## src/rtl/adder_tree_pkg.sv

```systemverilog
// Shared types and helpers for the adder-tree accumulator slice.
// Optional build macro used by the consumers: ADDER_TREE_ACC_SAT_EN.
package adder_tree_pkg;

   typedef enum logic {
      IDLE  = 1'b0,
      ACCUM = 1'b1
   } acc_state_e;

   // Per-result side information carried next to the total in the result FIFO.
   typedef struct packed {
      logic sigma;
      logic sat;
   } result_tag_t;

   // Widest accumulator the sign-extension helper supports.
   localparam int SEXT_W = 64;

   // Sign-extend the low in_w bits of raw to SEXT_W bits; callers truncate to their width.
   function automatic logic signed [SEXT_W-1:0] sext_to_acc(
      input logic [SEXT_W-1:0] raw,
      input int unsigned       in_w
   );
      logic signed [SEXT_W-1:0] t;
      t = $signed(raw << (SEXT_W - in_w));
      return t >>> (SEXT_W - in_w);
   endfunction

endpackage

```

## src/rtl/acc_result_fifo.sv

```systemverilog
// Synchronous FIFO for completed accumulator results; pointers carry an extra
// wrap bit so full and empty are distinguished without a counter.
module acc_result_fifo #(
   parameter int  DEPTH   = 2,
   parameter type entry_t = logic
) (
   input  logic   clk,
   input  logic   rst,
   input  logic   push,
   input  entry_t push_data,
   input  logic   pop,
   output entry_t pop_data,
   output logic   full,
   output logic   empty
);

   localparam int AW = $clog2(DEPTH);

   entry_t        mem [DEPTH];
   logic [AW:0]   wr_ptr;
   logic [AW:0]   rd_ptr;
   logic          do_push;
   logic          do_pop;

   assign empty = (wr_ptr == rd_ptr);
   assign full  = (wr_ptr[AW] != rd_ptr[AW]) && (wr_ptr[AW-1:0] == rd_ptr[AW-1:0]);

   // A pop frees the head slot in the same cycle, so a full FIFO still accepts a push.
   assign do_pop  = pop && !empty;
   assign do_push = push && (!full || do_pop);

   always_ff @(posedge clk or posedge rst) begin
      if (rst) begin
         wr_ptr <= '0;
         rd_ptr <= '0;
      end else begin
         if (do_push) wr_ptr <= wr_ptr + (AW+1)'(1);
         if (do_pop)  rd_ptr <= rd_ptr + (AW+1)'(1);
      end
   end

   always_ff @(posedge clk) begin
      if (do_push) mem[wr_ptr[AW-1:0]] <= push_data;
   end

   assign pop_data = mem[rd_ptr[AW-1:0]];

endmodule

```

## src/rtl/adder_tree_accumulator.sv

```systemverilog
// Accumulates signed adder-tree sums per vector and queues finished totals.
// Define ADDER_TREE_ACC_SAT_EN for saturating accumulation with a sat flag.
module adder_tree_accumulator
   import adder_tree_pkg::*;
#(
   parameter int IN_WIDTH   = 11,
   parameter int ACC_WIDTH  = 32,
   parameter int FIFO_DEPTH = 2
) (
   input  logic                 clk,
   input  logic                 rst,
   input  logic [IN_WIDTH-1:0]  sum_i,
   input  logic                 start_i,
   input  logic                 final_flag_i,
   input  logic                 sigma_tag_i,
   output logic [ACC_WIDTH-1:0] result_o,
   output logic                 result_sigma_o,
   output logic                 result_sat_o,
   output logic                 result_valid_o,
   input  logic                 result_ready_i,
   output logic                 busy_o,
   output logic                 overrun_o
);

   typedef struct packed {
      logic signed [ACC_WIDTH-1:0] total;
      result_tag_t                 tag;
   } entry_t;

   // Returns {clip, sum}; clip is only ever set in the saturating build.
   function automatic logic [ACC_WIDTH:0] acc_add(
      input logic signed [ACC_WIDTH-1:0] a,
      input logic signed [ACC_WIDTH-1:0] b
   );
`ifdef ADDER_TREE_ACC_SAT_EN
      logic [ACC_WIDTH:0] wide;
      wide = {a[ACC_WIDTH-1], a} + {b[ACC_WIDTH-1], b};
      if (wide[ACC_WIDTH] != wide[ACC_WIDTH-1])
         return {1'b1, wide[ACC_WIDTH], {(ACC_WIDTH-1){~wide[ACC_WIDTH]}}};
      return {1'b0, wide[ACC_WIDTH-1:0]};
`else
      return {1'b0, a + b};
`endif
   endfunction

   acc_state_e                  state;
   acc_state_e                  state_nxt;
   logic signed [ACC_WIDTH-1:0] acc;
   logic signed [ACC_WIDTH-1:0] acc_nxt;
   logic                        tag_r;
   logic                        tag_nxt;
   logic                        sat_r;
   logic                        sat_nxt;

   logic signed [ACC_WIDTH-1:0] sum_ext;
   logic signed [ACC_WIDTH-1:0] base;
   logic signed [ACC_WIDTH-1:0] add_val;
   logic                        base_sat;
   logic                        clip;
   logic                        push_req;
   entry_t                      push_entry;

   logic                        fifo_full;
   logic                        fifo_empty;
   logic                        do_pop;
   entry_t                      head;

   assign sum_ext = ACC_WIDTH'(sext_to_acc(SEXT_W'($unsigned(sum_i)), IN_WIDTH));

   always_comb begin
      state_nxt  = state;
      acc_nxt    = acc;
      tag_nxt    = tag_r;
      sat_nxt    = sat_r;
      push_req   = 1'b0;
      push_entry = '0;
      // In IDLE the first beat starts from zero with a clean sat flag.
      base       = (state == ACCUM) ? acc   : '0;
      base_sat   = (state == ACCUM) ? sat_r : 1'b0;
      {clip, add_val} = acc_add(base, sum_ext);
      if (start_i) begin
         if (final_flag_i) begin
            push_req             = 1'b1;
            push_entry.total     = add_val;
            push_entry.tag.sigma = (state == ACCUM) ? tag_r : sigma_tag_i;
            push_entry.tag.sat   = base_sat | clip;
            acc_nxt              = '0;
            sat_nxt              = 1'b0;
            state_nxt            = IDLE;
         end else begin
            acc_nxt   = add_val;
            sat_nxt   = base_sat | clip;
            state_nxt = ACCUM;
            if (state == IDLE) tag_nxt = sigma_tag_i;
         end
      end
   end

   always_ff @(posedge clk or posedge rst) begin
      if (rst) begin
         state     <= IDLE;
         acc       <= '0;
         tag_r     <= 1'b0;
         sat_r     <= 1'b0;
         overrun_o <= 1'b0;
      end else begin
         state <= state_nxt;
         acc   <= acc_nxt;
         tag_r <= tag_nxt;
         sat_r <= sat_nxt;
         if (push_req && fifo_full && !do_pop) overrun_o <= 1'b1;
      end
   end

   assign do_pop = result_valid_o && result_ready_i;

   acc_result_fifo #(
      .DEPTH   (FIFO_DEPTH),
      .entry_t (entry_t)
   ) u_fifo (
      .clk       (clk),
      .rst       (rst),
      .push      (push_req),
      .push_data (push_entry),
      .pop       (do_pop),
      .pop_data  (head),
      .full      (fifo_full),
      .empty     (fifo_empty)
   );

   // Head fields are forced to zero whenever nothing is queued.
   assign result_valid_o = !fifo_empty;
   assign result_o       = result_valid_o ? head.total     : '0;
   assign result_sigma_o = result_valid_o ? head.tag.sigma : 1'b0;
   assign result_sat_o   = result_valid_o ? head.tag.sat   : 1'b0;
   assign busy_o         = (state == ACCUM);

endmodule
```

## config.mk

```make
export PLATFORM = sky130hd
export DESIGN_NAME = adder_tree_accumulator
export DESIGN_NICKNAME = d
export VERILOG_FILES = /design/src/rtl/adder_tree_pkg.sv /design/src/rtl/acc_result_fifo.sv /design/src/rtl/adder_tree_accumulator.sv
export SDC_FILE = /design/constraint.sdc
export NUM_CORES = 1
export LEC_CHECK = 0
export ABC_AREA = 1
export BUFFER_PORTS_ARGS = -buffer_cell sky130_fd_sc_hd__buf_4
export CORE_ASPECT_RATIO = 1.75
export CORE_UTILIZATION = 28
export DETAILED_ROUTE_END_ITERATION = 8
export SLEW_MARGIN = 20
export SYNTH_ARGS = -nofsm -noshare
export SYNTH_HDL_FRONTEND = slang
export SYNTH_SLANG_ARGS = --single-unit
```

## constraint.sdc

```tcl
create_clock -name clk -period 7.69 [get_ports clk]
set_input_delay 0.769 -clock clk [delete_from_list [all_inputs] [get_ports clk]]
set_output_delay 0.769 -clock clk [all_outputs]
set_load 0.03 [all_outputs]
```

==> impl_metrics.yaml <==
outcome:
  status: "completed"
logic_synthesis:
  yosysWarnings: 0
  synth_fp_nets: 1004
  yosysTopAreaCell: "edfxtp_1"
  synth_xor_area_share_pct: 2.550
  synth_mux_area_share_pct: 0.1457
  synthTopCellsByArea: "edfxtp_1, nand2_1, dfrtp_1"
  netlist.area_leader.share_pct: 29.72
  synth_fa_ha_area_share_pct: 5.937
  netlist_area_um2: 6870
  syn_inst: 955
  syn_area_per_cell_um2: 7.194
  synth_top_family_by_area: "simple AND/OR/NAND/NOR gates"
  post_synth_num_cell_types: 28
  yosysSeqAreaShare_pct: 44.29
  ys_ff_latch: 108
  synth_compound_area_share_pct: 6.156
  synth_simple_gate_area_share_pct: 30.67
cells_and_area:
  final_cell_mix: "nand2_1, inv_1, nor2_1"
  drive_gt1_share_pct: 9.353
  diodes: 0
  stdcell_area_um2: 7891
  area_growth_pct: 14.86
  final_common_cell: "nand2_1"
  final_nets: 1049
placement:
  post-dp-hpwl_um: 13620
  postPlaceCellArea_um2: 7601
  pre_cts_ws_ns: 4.663
  port_buffers: 53
  gp_congestion: 0.9334
power:
  pwr-share-comb_pct: 50.7
  p_clk_share_pct: 18.3
  total_power_mw: 2.473
  vdd_drop_max_mv: 0.1281
  powerDensity_nw_per_um2: 313.4
  leakage_nw: 4.202
  switching_share_pct: 45.29
  intPower_mw: 1.353
  p_sw_mw: 1.120
  p_seq_share_pct: 30.9
sta:
  layout_setup_ws_ns: 4.385
  slew_headroom_pct: 30.60
  worstMarginPinSlew_ns: 1.039
  max_freq_mhz: 302.6
  finalHoldViolCount: 0
  skew_ns: 0.009393
  rsz0062_at_grt: "no"
  finalSetupTns_ns: 0
  setup_viol: 0
  finalCriticalPeriod_ns: 3.305
  post-route-period-util_pct: 42.98
  drv_slew: 0
clock_network:
  cts_setup_buffers: 0
  cts-root-buf: "clkbuf_16"
  cts_resized: 0
  clk_latency_ns: 0.35
  clock-sinks: 108
  tritoncts: "done"
  h-tree-depth: 3
  numCtsBuffers: 9
  path_clk_slew_ns: 0.07
  ctsHoldBuffers: 0
  cts_buffer_depth: 2
setup_path:
  worstPathRequired_ns: 6.92
  cp_max_fo: 38
  cp_slowest_cell: "clkinv_1"
  crit_cells: 5
  critPathBufInv: 3
  critPathKind: "reg2out"
  crit_path_max_incr_delay_ns: 0.88
  worstPathArrival_ns: 2.54
  startpoint_type: "flop"
  end_kind: "output port"
  reg2regPathDepth: 16
  cpMostUsedCell: "buf_4"
  cp_cell_sequence: "buf_4, clkinv_1, nand2_1, a21oi_1, buf_4"
  crit_family: "buffers and inverters"
drt:
  wirelength_met1_um: 7068
  wl_met3_um: 303
  route.detailed.drc: 0
  routed_wl_um: 17720
  drt-vias-per-instance: 4.447
  drt_iter0_drc: 311
  top_layer: "met4"
  routed-wl-met2_um: 9721
  dr.pass1.iters: 5
  wl_per_cell_um: 13.50
  ant_nets: 0
  num_vias: 5839
floorplanning:
  die_x_um: 120.4
  dieArea_um2: 25190
  num_rows: 75
  core_um2: 24020
  start_util_pct: 28.60
  ios: 54
  fp.dieH_um: 209.2
global_routing:
  grt_max_degree: 41
  grt_overflow: 0
  grt_pass1_wl_um: 28540
  antenna_found_initial: 0
  grt.total_usage_pct: 14.58
  grt_pass1_vias: 5753
flow_run:
  maxCapViolations: 0
hold_path:
  holdPathStages: 2
  min_path_type: "reg2reg"
## worst reg2reg max path, delay by kind of cell (launching register included)
family / cells / cell delay (ns)
and+or+nand+nor: 10 / 1.00
buffers and inverters: 4 / 0.69
adders and majority gates: 2 / 0.60
DFF: 1 / 0.32
## power by group through the flow
| stage | combinational (mW) | clock [mW] | sequential, mW |
|---|---|---|---|
| 3_3_place_gp | 1.26 | 0 | 0.778 |
| 5_1_grt | 1.38 | 0.488 | 0.776 |
| 3_5_place_dp | 1.27 | 0 | 0.778 |
| 4_1_cts | 1.27 | 0.466 | 0.767 |
| 2_1_floorplan | 0.855 | 0 | 0.777 |
| 6_report | 1.25 | 0.453 | 0.765 |
## cell usage after synthesis (all sizes together)
master,count
a21o,1
a21oi,58
buf,6
clkbuf,18
clkinv,1
dfrtp,40
edfxtp,68
fa,1
ha,31
inv,160
mux2i,1
nand2,397
nand3,40
nand3b,4
nand4,3
nor2,80
nor3,3
o21ai,19
o21bai,4
xnor2,16
xor2,4
## per-stage QoR
| stage | instances | hold WS, ns | util (%) |
|---|---|---|---|
| floorplan | 955 | 0.4489 | - |
| finish | 1313 | 0.4803 | 32.85 |
| detailed placement | 1297 | 0.4660 | 31.64 |
| global placement | 1297 | 0.4648 | 31.64 |
| CTS | 1313 | 0.4862 | 32.85 |
| global route | 1313 | 0.5060 | 32.85 |
## flip-flops by register name, indices dropped and copies added, names as in the netlist
register,flops
u_fifo.mem,68
tag_r,1
u_fifo.wr_ptr,2
overrun_o,1
sat_r,1
u_fifo.rd_ptr,2
busy_o,1
acc,32
## cell families after synthesis
| group | count (synthesis) |
|---|---|
| AND/OR/NAND/NOR | 527 |
| buffers and inverters | 185 |
| flip-flops | 108 |
| AO/OA/AOI/OAI | 82 |
| adder cells (fa/ha/maj) | 32 |
| XOR/XNOR | 20 |
| multiplexers | 1 |
## area by class of cell
cell class              count  area (um2)
clock buffers               9       225.2
clock inverters             7       65.06
fillers                  2571       16130
inverters                 161       604.3
multi-input cells         662        3133
flip-flops and latches    108        3043
well taps                 308       385.4
repair buffers             58       435.4
## routing by layer
metal	vias up	GRT usage (%)
met3	28	1.092
met1	2682	15.19
met2	91	28.85
met5	-	0
met4	0	6.556
li1	3038	-
## final timing paths
check,startpoint,endpoint,slack [ns]
worst min register to register,acc[30],acc[30],0.48
worst max register to register,busy_o,u_fifo.mem[1][26],4.81
max in group asynchronous,rst,acc[11],6.70
worst max-delay path,u_fifo.rd_ptr[0],result_o[22],4.39
worst min-delay path,acc[30],acc[30],0.48
min in group asynchronous,rst,acc[27],0.56
No activity file was read; power rests on OpenSTA's default activity.
